File: config.mk
export PLATFORM = sky130hd
export DESIGN_NAME = alu_cmd_seq
export DESIGN_NICKNAME = d
export VERILOG_FILES = /design/src/rtl/alu_cmd_seq_pkg.sv /design/src/rtl/sync_fifo.sv /design/src/rtl/alu_cmd_seq.sv
export SDC_FILE = /design/constraint.sdc
export NUM_CORES = 1
export LEC_CHECK = 0
export BUFFER_PORTS_ARGS = -buffer_cell sky130_fd_sc_hd__buf_2
export CORE_MARGIN = 2
export CORE_UTILIZATION = 25
export CTS_CLUSTER_DIAMETER = 40
export DETAILED_ROUTE_END_ITERATION = 10
export PLACE_DENSITY = 0.48
export SETUP_SLACK_MARGIN = 0.2
export SYNTH_ARGS = -nofsm -noshare
export SYNTH_HDL_FRONTEND = slang
export SYNTH_HIERARCHICAL = 1
export SYNTH_SLANG_ARGS = --single-unit
export TNS_END_PERCENT = 10
File: constraint.sdc
create_clock -name CLK -period 3.37 [get_ports CLK]
set_input_delay 0.674 -clock CLK [delete_from_list [all_inputs] [get_ports CLK]]
set_output_delay 0.674 -clock CLK [all_outputs]
set_load 0.05 [all_outputs]
File: src/rtl/alu_cmd_seq_pkg.sv
// Shared types and constants for the ALU command sequencer.
// Result entries gain a zero-flag bit when ALU_CMD_SEQ_ZERO_EN is defined.
package alu_cmd_seq_pkg;

  localparam int ALU_LATENCY = 2;
  localparam int DATA_W      = 8;

`ifdef ALU_CMD_SEQ_ZERO_EN
  localparam int RES_W = DATA_W + 1;
`else
  localparam int RES_W = DATA_W;
`endif

  typedef enum logic [1:0] {
    RUN,
    DRAIN,
    DONE
  } state_t;

  typedef struct packed {
    logic [7:0] a;
    logic [7:0] b;
    logic       cin;
    logic [3:0] sel;
  } cmd_t;

  localparam int CMD_W = $bits(cmd_t);

endpackage

File: src/rtl/sync_fifo.sv
// Single-clock FIFO with occupancy count; pushes when full and pops when empty are ignored.
// Depth need not be a power of two: pointers wrap explicitly at DEPTH-1.
module sync_fifo #(
  parameter int WIDTH = 8,
  parameter int DEPTH = 4
) (
  input  logic                   clk,
  input  logic                   rst,
  input  logic                   push,
  input  logic [WIDTH-1:0]       push_data,
  input  logic                   pop,
  output logic [WIDTH-1:0]       pop_data,
  output logic                   full,
  output logic                   empty,
  output logic [$clog2(DEPTH):0] count
);

  localparam int PW = $clog2(DEPTH);
  localparam int CW = PW + 1;

  logic [WIDTH-1:0] mem [DEPTH];
  logic [PW-1:0]    wr_ptr_reg;
  logic [PW-1:0]    rd_ptr_reg;
  logic [CW-1:0]    count_reg;
  logic             do_push;
  logic             do_pop;

  function automatic logic [PW-1:0] next_ptr(input logic [PW-1:0] p);
    return (p == PW'(DEPTH - 1)) ? '0 : p + PW'(1);
  endfunction

  assign full     = (count_reg == CW'(DEPTH));
  assign empty    = (count_reg == '0);
  assign count    = count_reg;
  assign do_push  = push & ~full;
  assign do_pop   = pop & ~empty;
  assign pop_data = mem[rd_ptr_reg];

  always_ff @(posedge clk) begin
    if (do_push) mem[wr_ptr_reg] <= push_data;
  end

  always_ff @(posedge clk or posedge rst) begin
    if (rst) begin
      wr_ptr_reg <= '0;
      rd_ptr_reg <= '0;
      count_reg  <= '0;
    end else begin
      if (do_push) wr_ptr_reg <= next_ptr(wr_ptr_reg);
      if (do_pop)  rd_ptr_reg <= next_ptr(rd_ptr_reg);
      case ({do_push, do_pop})
        2'b10:   count_reg <= count_reg + CW'(1);
        2'b01:   count_reg <= count_reg - CW'(1);
        default: count_reg <= count_reg;
      endcase
    end
  end

endmodule

File: src/rtl/alu_cmd_seq.sv
// Sequences commands into a two-stage registered ALU with credit-based result buffering and flush.
// Optional OUT_ZERO output is enabled by defining ALU_CMD_SEQ_ZERO_EN.
module alu_cmd_seq
  import alu_cmd_seq_pkg::*;
#(
  parameter int CDEPTH = 4,
  parameter int RDEPTH = 4
) (
  input  logic       CLK,
  input  logic       RST,
  input  logic       IN_VALID,
  output logic       IN_READY,
  input  logic [7:0] IN_A,
  input  logic [7:0] IN_B,
  input  logic       IN_CIN,
  input  logic [3:0] IN_SEL,
  output logic [7:0] ALU_A,
  output logic [7:0] ALU_B,
  output logic       ALU_CIN,
  output logic [3:0] ALU_SEL,
  output logic       ALU_RST_N,
  input  logic [7:0] ALU_Y,
  output logic       OUT_VALID,
  input  logic       OUT_READY,
  output logic [7:0] OUT_Y,
`ifdef ALU_CMD_SEQ_ZERO_EN
  output logic       OUT_ZERO,
`endif
  input  logic       FLUSH,
  output logic       FLUSH_DONE
);

  localparam int CCW = $clog2(CDEPTH) + 1;
  localparam int RCW = $clog2(RDEPTH) + 1;
  localparam int IFW = $clog2(ALU_LATENCY + 1);

  state_t                 state_reg;
  logic                   flush_done_reg;
  logic                   ready_en_reg;
  logic [3:0]             sel_reg;
  logic [ALU_LATENCY-1:0] pipe_vld_reg;

  cmd_t             cmd_in;
  cmd_t             cmd_head;
  logic             cmd_full;
  logic             cmd_empty;
  logic [CCW-1:0]   cmd_count;
  logic             accept;
  logic             issue;

  logic [RES_W-1:0] res_in;
  logic [RES_W-1:0] res_head;
  logic             res_push;
  logic             res_full;
  logic             res_empty;
  logic [RCW-1:0]   res_count;

  logic [IFW-1:0]   inflight;
  logic [RCW:0]     committed;
  logic             unused_status;

  assign ALU_RST_N = ~RST;

  // ready_en_reg holds IN_READY low until the first edge after reset release
  assign IN_READY = ready_en_reg & (state_reg == RUN) & ~cmd_full;
  assign accept   = IN_VALID & IN_READY;
  assign cmd_in   = '{a: IN_A, b: IN_B, cin: IN_CIN, sel: IN_SEL};

  sync_fifo #(
    .WIDTH(CMD_W),
    .DEPTH(CDEPTH)
  ) u_cmd_fifo (
    .clk      (CLK),
    .rst      (RST),
    .push     (accept),
    .push_data(cmd_in),
    .pop      (issue),
    .pop_data (cmd_head),
    .full     (cmd_full),
    .empty    (cmd_empty),
    .count    (cmd_count)
  );

  always_comb begin
    inflight = '0;
    for (int i = 0; i < ALU_LATENCY; i++) inflight = inflight + IFW'(pipe_vld_reg[i]);
  end

  // Every issued op already owns a result slot, so the result FIFO can never overflow
  assign committed = (RCW + 1)'(res_count) + (RCW + 1)'(inflight);
  assign issue     = ~cmd_empty & (committed < (RCW + 1)'(RDEPTH));

  assign ALU_A   = issue ? cmd_head.a   : '0;
  assign ALU_B   = issue ? cmd_head.b   : '0;
  assign ALU_CIN = issue ? cmd_head.cin : 1'b0;
  assign ALU_SEL = sel_reg;

  always_ff @(posedge CLK or posedge RST) begin
    if (RST) begin
      sel_reg      <= '0;
      pipe_vld_reg <= '0;
    end else begin
      sel_reg      <= issue ? cmd_head.sel : 4'd0;
      pipe_vld_reg <= {pipe_vld_reg[ALU_LATENCY-2:0], issue};
    end
  end

  assign res_push = pipe_vld_reg[ALU_LATENCY-1];
`ifdef ALU_CMD_SEQ_ZERO_EN
  assign res_in   = {(ALU_Y == 8'd0), ALU_Y};
  assign OUT_ZERO = OUT_VALID & res_head[DATA_W];
`else
  assign res_in   = ALU_Y;
`endif

  sync_fifo #(
    .WIDTH(RES_W),
    .DEPTH(RDEPTH)
  ) u_res_fifo (
    .clk      (CLK),
    .rst      (RST),
    .push     (res_push),
    .push_data(res_in),
    .pop      (OUT_VALID & OUT_READY),
    .pop_data (res_head),
    .full     (res_full),
    .empty    (res_empty),
    .count    (res_count)
  );

  assign OUT_VALID     = ~res_empty;
  assign OUT_Y         = res_empty ? 8'd0 : res_head[DATA_W-1:0];
  assign FLUSH_DONE    = flush_done_reg;
  assign unused_status = res_full ^ (^cmd_count);

  always_ff @(posedge CLK or posedge RST) begin
    if (RST) begin
      state_reg      <= RUN;
      flush_done_reg <= 1'b0;
      ready_en_reg   <= 1'b0;
    end else begin
      ready_en_reg   <= 1'b1;
      flush_done_reg <= 1'b0;
      case (state_reg)
        RUN:   if (FLUSH) state_reg <= DRAIN;
        DRAIN: begin
          if (cmd_empty && (inflight == '0) && res_empty) begin
            state_reg      <= DONE;
            flush_done_reg <= 1'b1;
          end
        end
        DONE:  if (!FLUSH) state_reg <= RUN;
        default: state_reg <= RUN;
      endcase
    end
  end

endmodule

==> flow_summary_export.csv <==
group,metric,value,unit
floorplanning,rows,56,
timing,setup_slack,0.365,ns
routing,wl_per_cell,15.6,µm
clock_network,ctsRootBufferMaster,"clkbuf_16",
finish,fin_util,30.8,%
timing,relSlewSlack,58.6,%
logic_synthesis,synth_area,5880,µm²
critical_path,worstPathMaxFanout,22,
critical_path,worstSetupEndpointType,"primary output",
timing,tightest_slew,0.621,ns
finish,layout-drive-gt1-share,43.8,%
logic_synthesis,ys.warnings.count,6,
floorplanning,io_pins,67,
timing,setup_violations,0,
placed_design,io_buffers,66,
timing,fin_crit_sh,89.2,%
clock_network,holdBufCountCts,0,
logic_synthesis,synth_seq_cells,140,
critical_path,cp-start-kind,"register",
clock_network,numCtsBuffers,17,
clock_network,tritoncts,"done",
placed_design,placed_cell_area,6590,µm²
routing,dr.pass1.iters,4,
global_route,grt_pass1_wl,17.1,mm
pwr,switchingPower,2670,µW
clock_network,cts_buffer_depth,2,
placed_design,place_hpwl,7.09,mm
clock_network,ctsResizeCount,0,
finish,nNetsFinal,431,
logic_synthesis,yosys.cell_types.count,37,
logic_synthesis,avgSynthCellArea,19.7,µm²
timing,rsz0062_at_grt,"no",
finish,largest_register_ffs,84,
pwr,p_leak,0.00264,µW
global_route,grt_util_all_layers,9.59,%
routing,drt_iter0_drc,107,
routing,viasPerCell,3.96,
pwr,p_sw_share,39.4,%
logic_synthesis,synth_edf_count,116,
worst_hold_path,hold_class,"input pin to async pin",
routing,vias,2829,
pwr,pwr-share-comb,40.0,%
finish,area_growth,21.9,%
finish,regMostFlops,"u_cmd_fifo/mem",
floorplanning,fp.coreArea,23300,µm²
pwr,clkPwrFrac,26.4,%
logic_synthesis,synth_cells,298,
global_route,antenna_found_initial,4,
routing,routed_wl,11.2,mm
timing,skew,0.0153,ns
critical_path,critPathKind,"register to primary output",
logic_synthesis,syn_nets,349,
routing,ant_nets,0,
logic_synthesis,synth_ff_type,"edfxtp_1",
pwr,p_seq_share,33.6,%
critical_path,required,2.70,ns
global_route,grt_pass1_vias,3149,
finish,design_area,7170,µm²
clock_network,cts.htree.levels,4,
pwr,intPower,4100,µW
timing,maxSlewViolCount,0,
floorplanning,dieArea,24800,µm²
critical_path,crit_arrival,2.33,ns
logic_synthesis,synth_top_area_cell,"edfxtp_1",
floorplanning,die_w,157,µm
clock_network,clk_latency,0.42,ns
floorplanning,die_h,157,µm
timing,hold_viol,0,
finish,final_cell_count_no_fill,715,
placed_design,place_inst,680,
run,cap_violations,0,
timing,fin_crit,3.01,ns
timing,fmax,333,MHz
logic_synthesis,netlist.area_leader.share,59.2,%
logic_synthesis,synth_top_cells_by_area,"edfxtp_1 59%, dfrtp_1 10%, mux4_2 10%",
clock_network,clock_sinks,140,
clock_network,clk_pin_slew_worst_paths,0.07,ns
floorplanning,initial_core_util,25.3,%
run_status,status,"finished clean",
placed_design,place_congestion,0.690,
pwr,power_per_cell_area,943,nW/µm²
logic_synthesis,yosysSeqAreaShare,69.4,%
global_route,grt_start_max_net_pins,24,
logic_synthesis,synth-async-reset-ratio,17.1,%
pwr,ir_drop,0.000464,V
global_route,grt_overflow,0,
clock_network,cts_setup_buffers,0,
placed_design,place_ws,0.554,ns
timing,tns,0,ns
routing,drc_errors,0,
==> metal layers <==
metal / track usage (%) / share of wire [%] / wire (µm) / vias up
met4: 4.16 / 1.3 / 141 / 2
met5: 0 / 0.063 / 7 / -
met2: 16.7 / 51 / 5720 / 72
li1: - / - / - / 1305
met3: 3.44 / 6.3 / 700 / 13
met1: 10.5 / 41 / 4590 / 1437
==> stage by stage <==
step | hold WS, ns | total power [µW]
2_1_floorplan | 0.380 | 4510
3_3_place_gp | 0.389 | 5020
3_5_place_dp | 0.392 | 5070
4_1_cts | 0.209 | 6890
5_1_grt | 0.227 | 7140
6_report | 0.212 | 6760
==> worst paths after layout <==
path	cells after the start	startpoint	end	slack, ns
max	5	pipe_vld_reg[0]$_DFF_PP0_	ALU_A[7]	0.36
min	2	RST	u_cmd_fifo/wr_ptr_reg[1]$_DFFE_PP0P_	0.21
min in group CLK	0	pipe_vld_reg[0]$_DFF_PP0_	pipe_vld_reg[1]$_DFF_PP0_	0.40
max reg2reg	12	pipe_vld_reg[0]$_DFF_PP0_	u_cmd_fifo/count[2]$_DFFE_PP0P_	0.56
min reg2reg	0	pipe_vld_reg[0]$_DFF_PP0_	pipe_vld_reg[1]$_DFF_PP0_	0.40
max in group asynchronous	2	RST	ALU_SEL[1]$_DFF_PP0_	2.77
==> cells by family after synthesis <==
logic type,synth area share (%)
compound gates,0.277
xor+xnor,0.894
mux,13.4
flops,69.4
fa+ha+maj,3.87
simple gates,8.94
other cells,0.0638
buf+inv,3.15
==> worst max-delay path: stages, from the launching register on <==
cell,delay [ns]
dfrtp_1,0.39
ha_1,0.20
ha_1,0.17
or3_4,0.58
nor3b_1,0.29
clkbuf_4,0.28
==> power by group through the flow <==
stage	sequential, µW	clock, µW	combinational [µW]
2_1_floorplan	2290	0	2220
3_3_place_gp	2310	0	2710
3_5_place_dp	2320	0	2760
4_1_cts	2280	1850	2760
5_1_grt	2310	1910	2930
6_report	2280	1780	2700
==> cell usage in the layout (no fill, tap or decap), drive strengths merged <==
master / n
and2: 9
and3: 1
buf: 74
clkbuf: 18
clkinv: 3
clkinvlp: 2
conb: 1
dfrtp: 24
diode: 3
edfxtp: 116
fa: 2
ha: 15
inv: 31
mux2: 8
mux2i: 2
mux4: 29
nand2: 1
nand2b: 2
nand4: 1
nor2: 8
nor2b: 11
nor3: 2
nor3b: 23
nor4b: 1
o211a: 1
o22ai: 1
or3: 1
xnor2: 2
xor2: 4
==> layout make-up <==
type | instances | area (µm²)
Antenna cell | 3 | 7.51
Clock buffer | 17 | 425
Clock inverter | 15 | 145
Fill cell | 2332 | 16100
Inverter | 21 | 78.8
Multi-Input combinational cell | 125 | 1620
Sequential cell | 140 | 4080
Tap cell | 319 | 399
Timing Repair Buffer | 75 | 413
==> cell usage after synthesis, types with 4 or more instances <==
library cell,number
and2_1,5
and2_2,4
buf_2,5
dfrtp_1,24
edfxtp_1,116
ha_1,15
inv_1,21
mux2_2,5
mux4_2,26
nor2_1,8
nor2b_1,9
nor3b_2,20
xor2_1,4
(Power assumes the default switching activity.)
